==> src/rtl/req_debounce.sv <==
// req_debounce: two-flop synchronizer plus stability qualifier for a request vector,
// with follow/sticky-OR output modes and a one-cycle update pulse. Rev 1.0
`default_nettype none

module req_debounce #(
  parameter int  OUTPUT_LEN = 2,
  parameter int  DEB_CYCLES = 4,
  localparam int W          = 1 << OUTPUT_LEN
) (
  input  logic         clk,
  input  logic         rst_n,
  input  logic [W-1:0] sw,
  input  logic         en_in,
  input  logic         latch_mode,
  input  logic         clr,
  output logic [W-1:0] x,
  output logic         en,
  output logic         upd,
  output logic         busy
);

  localparam int              CNT_W      = $clog2(DEB_CYCLES + 1);
  localparam logic [CNT_W-1:0] C_CNT_LAST = CNT_W'(DEB_CYCLES - 1);
  localparam logic [0:0]      S_IDLE     = 1'b0;
  localparam logic [0:0]      S_COUNT    = 1'b1;

  logic [W-1:0]     r_sw_s1, r_sw_s2;
  logic             r_en_s1, r_en_s2;
  logic [W-1:0]     r_cand, r_stable, r_x;
  logic [CNT_W-1:0] r_cnt;
  logic [0:0]       r_state;
  logic             r_upd;

  logic [0:0]       w_state_nxt;
  logic [W-1:0]     w_cand_nxt, w_stable_nxt, w_x_nxt;
  logic [CNT_W-1:0] w_cnt_nxt;
  logic             w_accept;

  always_ff @(posedge clk) begin
    if (!rst_n) begin
      r_sw_s1  <= '0;
      r_sw_s2  <= '0;
      r_en_s1  <= 1'b0;
      r_en_s2  <= 1'b0;
      r_cand   <= '0;
      r_cnt    <= '0;
      r_stable <= '0;
      r_x      <= '0;
      r_upd    <= 1'b0;
      r_state  <= S_IDLE;
    end else begin
      r_sw_s1  <= sw;
      r_sw_s2  <= r_sw_s1;
      r_en_s1  <= en_in;
      r_en_s2  <= r_en_s1;
      r_cand   <= w_cand_nxt;
      r_cnt    <= w_cnt_nxt;
      r_stable <= w_stable_nxt;
      r_x      <= w_x_nxt;
      r_upd    <= (w_x_nxt != r_x);
      r_state  <= w_state_nxt;
    end
  end

  // A new synchronized pattern always restarts qualification, even mid-count.
  always_comb begin
    w_state_nxt = r_state;
    w_cand_nxt  = r_cand;
    w_cnt_nxt   = r_cnt;
    w_accept    = 1'b0;
    if (r_sw_s2 != r_cand) begin
      w_cand_nxt  = r_sw_s2;
      w_cnt_nxt   = '0;
      w_state_nxt = S_COUNT;
    end else if (r_state == S_COUNT) begin
      if (r_cnt == C_CNT_LAST) begin
        w_accept    = 1'b1;
        w_state_nxt = S_IDLE;
      end else begin
        w_cnt_nxt = r_cnt + CNT_W'(1);
      end
    end
  end

  always_comb begin
    w_stable_nxt = w_accept ? r_cand : r_stable;
    w_x_nxt      = r_x;
    busy         = (r_state == S_COUNT);
    if (latch_mode) begin
      // Clear-with-accept loads the new pattern alone rather than OR-ing with old x.
      if (w_accept)
        w_x_nxt = clr ? r_cand : (r_x | r_cand);
      else if (clr)
        w_x_nxt = '0;
    end else if (w_accept) begin
      w_x_nxt = w_stable_nxt;
    end
  end

  assign x   = r_x;
  assign en  = r_en_s2;
  assign upd = r_upd;

endmodule

`default_nettype wire

==> config.mk <==
export PLATFORM = sky130hd
export DESIGN_NAME = req_debounce
export DESIGN_NICKNAME = d
export VERILOG_FILES = /design/src/rtl/req_debounce.sv
export SDC_FILE = /design/constraint.sdc
export NUM_CORES = 1
export LEC_CHECK = 0
export CORE_AREA = 2 2 41 53
export DETAILED_ROUTE_END_ITERATION = 12
export DIE_AREA = 0 0 43 55
export PLACE_DENSITY = 0.71
export SLEW_MARGIN = 10
export SYNTH_ARGS = -nofsm -noshare
export SYNTH_HDL_FRONTEND = slang
export SYNTH_SLANG_ARGS = --single-unit
==> constraint.sdc <==
create_clock -name clk -period 1.6 [get_ports clk]
set_input_delay 0.24 -clock clk [delete_from_list [all_inputs] [get_ports clk]]
set_output_delay 0.24 -clock clk [all_outputs]
set_load 0.05 [all_outputs]
==> impl_metrics.ini, run 1 <==
[power_and_ir_drop]
p_leak_nw = 0.403
p_per_area_nw_per_um2 = 929
ir_drop_v = 0.000462

[logic_synthesis]
syn_avg_cell_area_sq_um = 9.62
synth.area.top_cells = dfxtp_1 (54%), and2_1 (10%), xnor2_1 (5.1%)
synth_top_area_share_pct = 53.8
yosysMostFrequentCell = dfxtp_1
ys_types = 23
syn_nets = 100
syn_inst = 89
synth_area_sq_um = 856
ys.flop_type = dfxtp_1
synth_commonest_cells = dfxtp_1 (23), and2_1 (14), nand2_1 (11)
synth_top_area_cell = dfxtp_1
synth_edf_count = 0
ys_ff_latch = 23
synthArstFlopShare_pct = 0
synth_seq_area_share_pct = 53.8
yosys_warnings = 0

[clock_tree]
post_cts_buffers = 0
cts_num_sinks = 23
htree_levels = 1
cts_hold_buffers = 0
cts_buffers = 3
clock_latency_ps = 300
cts_tree = done
cts.clk_slew.worst_paths_ps = 120
clockBufferDepth = 2
clockRootBuffer = clkbuf_4

[setup_path]
cp-start-kind = flop
r2r_cells = 6
crit_path_end_kind = flop
r2r_start = r_cnt[0]$_SDFFE_PP0P_
cp_num_buf_inv = 0
cp.arrival_ps = 1740
rr_endpoint = upd$_SDFF_PN0_
worstSetupPathDepth = 6
crit_top_cell = ha_1
regToRegSetupSlack_ps = 110
cpMaxStageDelayCell = dfxtp_1
cp.required_ps = 1850
crit_fanout = 6
slowest_delay_ps = 370
path_delay_family = compound AO/OA/AOI/OAI gates
crit_chain = ha_1 -> ha_1 -> nand2_1 -> o31a_1 -> nor2_2 -> o2bb2ai_1
crit_type = reg -> reg

[global_route]
grt_pass1_wl_um = 2210
grt_util_all_layers_pct = 13.0
grt_pass1_vias = 594
grt_max_degree = 16
gr-total-overflow = 0
antenna_found_initial = 0

[floorplanning]
initial_core_util_pct = 45.2
rows = 18
dieWidth_um = 43
die_y_um = 55
io_pins = 16
core_sq_um = 1890
die_area_sq_um = 2370

[status]
status = finished clean

[finish]
regArea_sq_um = 460
nFillCells = 183
fin_nets = 120
drive_gt1_share_pct = 14.8
finalInstanceArea_sq_um = 1050
final_cell_count_no_fill = 128
multiInputGateArea_sq_um = 372
n_antenna_cell = 0
area_growth_syn_to_layout_pct = 22.4

[drt]
num_vias = 644
via_per_inst = 5.03
dr.pass1.iters = 3
drt-total-wl_um = 1350
route.detailed.drc = 0
wl_per_cell_um = 10.5
ant_nets = 0
first_iter_violations = 1

[worst_hold_path]
min_delay_worst_endpoint = r_sw_s2[2]$_SDFF_PN0_
hp-class = reg -> reg
hold_depth = 1
min-delay-start = r_sw_s1[2]$_SDFF_PN0_

[sta]
hold_viol = 0
setup_violations = 0
rsz0062_at_grt = no
clock.fmax_ghz = 0.670
fin_tns_setup_ps = 0
finalCriticalPeriod_ps = 1490
finalCritPeriodShare_pct = 93.3
finClkSkew_ps = 3.57
final-max-slew-violation-count = 0
fin_ws_ps = 107
max_slew_margin_pct = 82.6
worst_slew_pin_slew_ps = 260

[placement]
place_ws_ps = 130
post_dp_cell_area_sq_um = 1020
placed_cells = 124
port_buffers = 15
routabilityCongestion = 0.870
hpwlAfterDp_um = 1020

[flow_run]
drv_cap = 0
area by class of cell:
class                      instances  share of cell area (%)
sequential                        23                    44.0
clock buffer                       3                    2.15
timing repair buffer              16                    13.4
tap                               20                    2.39
clock inverter                     1                   0.478
multi-input combinational         59                    35.5
inverter                           6                    2.15
timing repair:
item / CTS / global route
setup endpoints to repair: 0 / 2
gates resized for setup: 0 / 1
endpoints found under the hold margin: 0 / 0
how the worst max path moves through the flow:
stage                            from               endpoint  slack [ps]
2_1_floorplan         busy$_SDFF_PN0_        x[0]$_SDFF_PN0_         170
3_3_place_gp    r_cnt[0]$_SDFFE_PP0P_  r_cnt[1]$_SDFFE_PP0P_         160
3_5_place_dp    r_cnt[0]$_SDFFE_PP0P_  r_cnt[1]$_SDFFE_PP0P_         130
4_1_cts        r_cand[3]$_SDFFE_PN0P_         upd$_SDFF_PN0_         120
5_1_grt         r_cnt[0]$_SDFFE_PP0P_         upd$_SDFF_PN0_           4
6_report        r_cnt[0]$_SDFFE_PP0P_         upd$_SDFF_PN0_         110
layer usage:
layer	part of all wire (%)	vias to the layer above	global-route usage, %
li1	-	335	-
met4	1.4	0	12.6
met2	52	14	23.2
met1	41	293	12.5
met5	0	-	0
met3	5.3	2	2.60
per-stage QoR:
stage | hold WS, ps | total power, mW | utilization, %
2_1_floorplan | 367 | 0.688 | -
3_3_place_gp | 415 | 0.727 | 53.8
3_5_place_dp | 422 | 0.730 | 53.8
4_1_cts | 452 | 0.989 | 55.2
5_1_grt | 464 | 1.02 | 55.4
6_report | 449 | 0.973 | 55.4
registers in the layout (all words and copies together) (netlist names):
signal / flops
r_cnt: 3
r_sw_s2: 4
x: 4
upd: 1
r_en_s1: 1
r_sw_s1: 4
r_cand: 4
busy: 1
en: 1
placed cells by master, fill, tap and decap left out, types with 2 or more instances in the layout:
cell type,count
buf_4,8
nand2_1,11
dfxtp_1,23
nor2_1,6
o22ai_1,2
clkbuf_4,3
and2_1,14
clkdlybuf4s50_1,8
o31ai_1,4
ha_1,2
xnor2_1,5
inv_1,5
a21oi_1,4
where the power goes:
group / switching, mW / internal (mW)
Combinational: 0.0574 / 0.0541
Sequential: 0.0108 / 0.594
Clock: 0.164 / 0.0932
logic make-up (layout without fill, tap and decap cells):
logic type | Yosys count | count (layout) | synth area share, %
adder cells (fa/ha/maj) | 2 | 2 | 2.92
flip-flops | 23 | 23 | 53.8
XOR/XNOR | 5 | 5 | 5.12
AND/OR/NAND/NOR | 37 | 37 | 23.1
buffers and inverters | 7 | 26 | 3.07
multiplexers | 1 | 1 | 1.17
AO/OA/AOI/OAI | 14 | 14 | 10.8
Power figures use the tool's default switching activity.
==> run 2, diff against run 1 <==
--- a/config.mk
+++ b/config.mk
@@ -5,10 +5,11 @@
 export SDC_FILE = /design/constraint.sdc
 export NUM_CORES = 1
 export LEC_CHECK = 0
-export CORE_AREA = 2 2 41 53
+export ABC_AREA = 0
+export CORE_AREA = 2 2 51 43
 export DETAILED_ROUTE_END_ITERATION = 12
-export DIE_AREA = 0 0 43 55
-export PLACE_DENSITY = 0.71
+export DIE_AREA = 0 0 53 45
+export PLACE_DENSITY = 0.72
 export SLEW_MARGIN = 10
 export SYNTH_ARGS = -nofsm -noshare
 export SYNTH_HDL_FRONTEND = slang
==> run 2 against run 1 <==
  * Wire length increased by 4.4%
  * Sequential power barely moved
  * Combinational power rose by 9%
  * Largest cell class unchanged
  * Critical path depth stayed put
  * Sequential cell count unchanged
  * Maximum frequency rose by 0.38%
  * Global-route usage increased by 0.70 points
  * Hold slack about the same
  * Worst setup slack better by 5.6 ps
  * Final cell count grew 3.1%
  * Core utilization grew 4.2 points
==> impl_metrics.ini, run 2 (same netlist as run 1, synthesis figures left out) <==
[sta]
fin_tns_setup_ps = 0
finClkSkew_ps = 6.10
finalCriticalPeriod_ps = 1490
setup_violations = 0
hold_ws_ps = 449
worst_slew_pin_slew_ps = 399
final-max-slew-violation-count = 0
clock.fmax_ghz = 0.672
finalCritPeriodShare_pct = 93.0
hold_viol = 0
rsz0062_at_grt = yes
max_slew_margin_pct = 73.4

[finish]
final_cell_mix = dfxtp_1 (23), and2_1 (14), nand2_1 (11), clkdlybuf4s50_1 (8), buf_4 (8)
n_antenna_cell = 0
fin_nets = 120
drive_gt1_share_pct = 18.5
area_growth_syn_to_layout_pct = 28.1
nFillCells = 164
final_common_cell = dfxtp_1

[placement]
hpwlAfterDp_um = 1030
port_buffers = 15
routabilityCongestion = 0.865

[flow_run]
drv_cap = 0

[floorplanning]
die_area_sq_um = 2390
io_pins = 16
rows = 14
initial_core_util_pct = 46.5
core_sq_um = 1840
dieWidth_um = 53
die_y_um = 45

[setup_path]
crit_fanout = 6
crit_path_end_kind = flop
cp.arrival_ps = 1730
cpMaxStageDelayCell = dfxtp_1
cp_num_buf_inv = 0
crit_chain = ha_1 -> ha_1 -> nand2_1 -> o31a_1 -> nor2_2 -> o2bb2ai_1
path_delay_family = compound AO/OA/AOI/OAI gates
crit_type = reg -> reg
cp-start-kind = flop
crit_top_cell = ha_1
slowest_delay_ps = 370
cp.required_ps = 1850

[drt]
topRoutingLayerUsed = met4
num_vias = 653
via_per_inst = 4.95
wl_met3_um = 106
drt-total-wl_um = 1410
drt-met1-wl_um = 597
first_iter_violations = 10
dr.pass1.iters = 4
ant_nets = 0
wl_met2_um = 697
route.detailed.drc = 0
wl_per_cell_um = 10.7

[power_and_ir_drop]
p_seq_share_pct = 60.8
p_per_area_nw_per_um2 = 910
switching_share_pct = 24.9
intPower_uw = 749
p_leak_nw = 0.410
ir_drop_v = 0.000797
power.share.clock_pct = 27.0
share_comb_of_total_power_pct = 12.1
p_sw_uw = 248

[clock_tree]
cts_buffers = 3
cts_tree = done
cts_num_sinks = 23
clock_latency_ps = 310
clockBufferDepth = 2
clockRootBuffer = clkbuf_4
post_cts_buffers = 0
htree_levels = 1
cts.clk_slew.worst_paths_ps = 130

[global_route]
grt_util_all_layers_pct = 13.7
grt_pass1_wl_um = 2320
grt_max_degree = 15
gr-total-overflow = 0
grt_pass1_vias = 580
antenna_found_initial = 0

[worst_hold_path]
hp-class = reg -> reg

[status]
status = finished clean
-- run 2: changes by cell type in the layout (fill, tap and decap cells not counted), sizes merged --
cell      delta
clkinv       -1
clkinvlp     +1
-- run 2: cell type report --
class	instances	area (sq um)	share of cell area, %
timing repair buffer	16	140	12.8
sequential	23	460	42.0
tap	24	30.0	2.74
clock buffer	3	22.5	2.05
multi-input combinational	59	413	37.7
inverter	6	22.5	2.05
clock inverter	1	7.51	0.685
-- run 2: repair_timing --
item | in CTS | in global routing
setup endpoints to repair | 0 | 1
hold buffers | 0 | 0
resized for setup | 0 | 6
-- run 2: stage by stage --
stage	util, %	cell area [sq um]	total power [mW]	setup WS (ps)	std cells
floorplan	-	856	0.688	172	89
global placement	55.6	1020	0.726	150	128
detailed placement	55.6	1020	0.729	142	128
CTS	57.2	1050	1.00	112	132
global route	59.6	1100	1.05	-9.42	132
finish	59.6	1100	0.997	112	132
-- run 2: worst paths after layout --
| check | endpoint | from | slack, ps | cells after the start |
|---|---|---|---|---|
| hold / removal | en$_SDFF_PN0_ | r_en_s1$_SDFF_PN0_ | 450 | 1 |
| setup / recovery | upd$_SDFF_PN0_ | r_cnt[0]$_SDFFE_PP0P_ | 110 | 6 |
| hold reg to reg | en$_SDFF_PN0_ | r_en_s1$_SDFF_PN0_ | 450 | 1 |
| setup reg to reg | upd$_SDFF_PN0_ | r_cnt[0]$_SDFFE_PP0P_ | 110 | 6 |
-- run 2: layer usage --
layer / track usage [%] / up-vias
li1: - / 335
met1: 15.3 / 298
met2: 22.5 / 17
met3: 7.28 / 3
met4: 4.62 / 0
met5: 0 / -
-- run 2: power groups by stage --
stage	registers [mW]	clock network, mW	logic [mW]
floorplan	0.629	0	0.0586
global placement	0.617	0	0.109
detailed placement	0.618	0	0.110
CTS	0.605	0.286	0.111
global route	0.610	0.313	0.132
finish	0.607	0.270	0.121
==> run 3, diff against run 2 <==
--- a/config.mk
+++ b/config.mk
@@ -6,10 +6,10 @@
 export NUM_CORES = 1
 export LEC_CHECK = 0
 export ABC_AREA = 0
-export CORE_AREA = 2 2 51 43
+export CORE_AREA = 2 2 46 48
 export DETAILED_ROUTE_END_ITERATION = 12
-export DIE_AREA = 0 0 53 45
-export PLACE_DENSITY = 0.72
+export DIE_AREA = 0 0 48 50
+export PLACE_DENSITY = 0.71
 export SLEW_MARGIN = 10
 export SYNTH_ARGS = -nofsm -noshare
 export SYNTH_HDL_FRONTEND = slang
==> run 3 against run 2 <==
  * Register-to-register slack about the same
  * Global-route usage increased by 0.63 points
  * Sequential cell count unchanged
  * Core utilization decreased by 3.9 points
  * Largest power group unchanged
  * Clock power decreased by 5%
==> impl_metrics.ini, run 3 (same netlist as run 1, synthesis figures left out) <==
[sta]
hold_viol = 0
finClkSkew_ps = 3.98
max_slew_margin_pct = 73.5
fin_tns_setup_ps = 0
worst_slew_pin_slew_ps = 396
finalCritPeriodShare_pct = 92.8
setup_violations = 0
final-max-slew-violation-count = 0
finalCriticalPeriod_ps = 1480
clock.fmax_ghz = 0.674

[setup_path]
rr_endpoint = upd$_SDFF_PN0_
slowest_delay_ps = 390
regToRegSetupSlack_ps = 120
cpMaxStageDelayCell = o31a_1
crit_type = reg -> reg
cp-start-kind = flop
cp.required_ps = 1840
r2r_cells = 5
crit_path_end_kind = flop
crit_fanout = 7
crit_chain = xnor2_1 -> nand4_2 -> o31a_1 -> nor2_2 -> o2bb2ai_1
r2r_start = r_cand[0]$_SDFFE_PN0P_
cp.arrival_ps = 1730

[placement]
port_buffers = 15
hpwlAfterDp_um = 1060
routabilityCongestion = 0.825

[drt]
route.detailed.drc = 0
ant_nets = 0
wl_per_cell_um = 10.2
first_iter_violations = 8
drt-total-wl_um = 1390
num_vias = 648
via_per_inst = 4.76
dr.pass1.iters = 6

[global_route]
gr-total-overflow = 0
grt_max_degree = 16
grt_util_all_layers_pct = 14.3
grt_pass1_wl_um = 2450
grt_pass1_vias = 637
antenna_found_initial = 0

[clock_tree]
clock_latency_ps = 300
clockRootBuffer = clkbuf_4
cts_tree = done
cts_num_sinks = 23
clockBufferDepth = 2
htree_levels = 1
cts.clk_slew.worst_paths_ps = 120
cts_buffers = 3
ctsResizeCount = 0

[floorplanning]
die_area_sq_um = 2400
die_y_um = 50
rows = 16
io_pins = 16
core_sq_um = 1900
dieWidth_um = 48
initial_core_util_pct = 45.0

[finish]
n_antenna_cell = 0
final_common_cell = dfxtp_1
final_cell_mix = dfxtp_1 (23), and2_1 (14), nand2_1 (11), buf_4 (9), clkdlybuf4s50_1 (8)
fin_nets = 121
area_growth_syn_to_layout_pct = 23.8
drive_gt1_share_pct = 13.8

[worst_hold_path]
min_delay_worst_endpoint = r_sw_s2[0]$_SDFF_PN0_
hold_depth = 1
min-delay-start = r_sw_s1[0]$_SDFF_PN0_
hp-class = reg -> reg

[power_and_ir_drop]
finalPower_uw = 978
p_leak_nw = 0.405
ir_drop_v = 0.000512
p_per_area_nw_per_um2 = 923

[status]
status = finished clean

[flow_run]
drv_cap = 0
## run 3: worst max-delay path by stage
| stage | endpoint | slack (ps) | depth (start not counted) | start |
|---|---|---|---|---|
| after floorplan | x[0]$_SDFF_PN0_ | 170 | 4 | busy$_SDFF_PN0_ |
| after global placement | r_cnt[1]$_SDFFE_PP0P_ | 170 | 5 | r_cnt[0]$_SDFFE_PP0P_ |
| after detailed placement | upd$_SDFF_PN0_ | 140 | 5 | r_cand[0]$_SDFFE_PN0P_ |
| after CTS | upd$_SDFF_PN0_ | 120 | 5 | r_cand[0]$_SDFFE_PN0P_ |
| after global routing | upd$_SDFF_PN0_ | -10 | 5 | r_cand[0]$_SDFFE_PN0P_ |
| final | upd$_SDFF_PN0_ | 120 | 5 | r_cand[0]$_SDFFE_PN0P_ |
## run 3: timing repair
item,in CTS,in global routing
setup endpoints to repair,0,3
buffers inserted,0,1
hold buffers,0,0
## run 3: area by class of cell
type	count	area, sq um
Multi-Input combinational cell	59	369
Inverter	6	22.5
Sequential cell	23	460
Clock buffer	4	26.3
Tap cell	27	33.8
Fill cell	190	842
Timing Repair Buffer	17	148
## run 3: routing by layer
layer | up-vias | share of wire [%] | global-route usage, %
li1 | 336 | - | -
met4 | 0 | 1.1 | 8.11
met3 | 2 | 5.2 | 4.40
met2 | 18 | 48 | 22.7
met5 | - | 0 | 0
met1 | 292 | 46 | 16.3
## run 3: worst max-delay path: cells and delay by family (launching register included)
kind | cells | cell delay [ps]
compound gates | 2 | 490
flops | 1 | 350
simple gates | 2 | 340
xor+xnor | 1 | 260
## run 3: through the flow
stage | instance area [sq um] | cells | util [%] | setup slack, ps | hold WS (ps)
after floorplan | 856 | 89 | - | 172 | 367
after global placement | 1030 | 131 | 53.9 | 170 | 414
after detailed placement | 1030 | 131 | 53.9 | 140 | 421
after CTS | 1050 | 135 | 55.3 | 124 | 450
after global routing | 1060 | 136 | 55.7 | -13.8 | 465
final | 1060 | 136 | 55.7 | 116 | 445
## run 3: power breakdown
group	internal, mW	switching (mW)	leakage [nW]
clock	0.0971	0.160	0.0150
combinational	0.0573	0.0586	0.201
sequential	0.594	0.0111	0.188
total	0.748	0.230	0.405
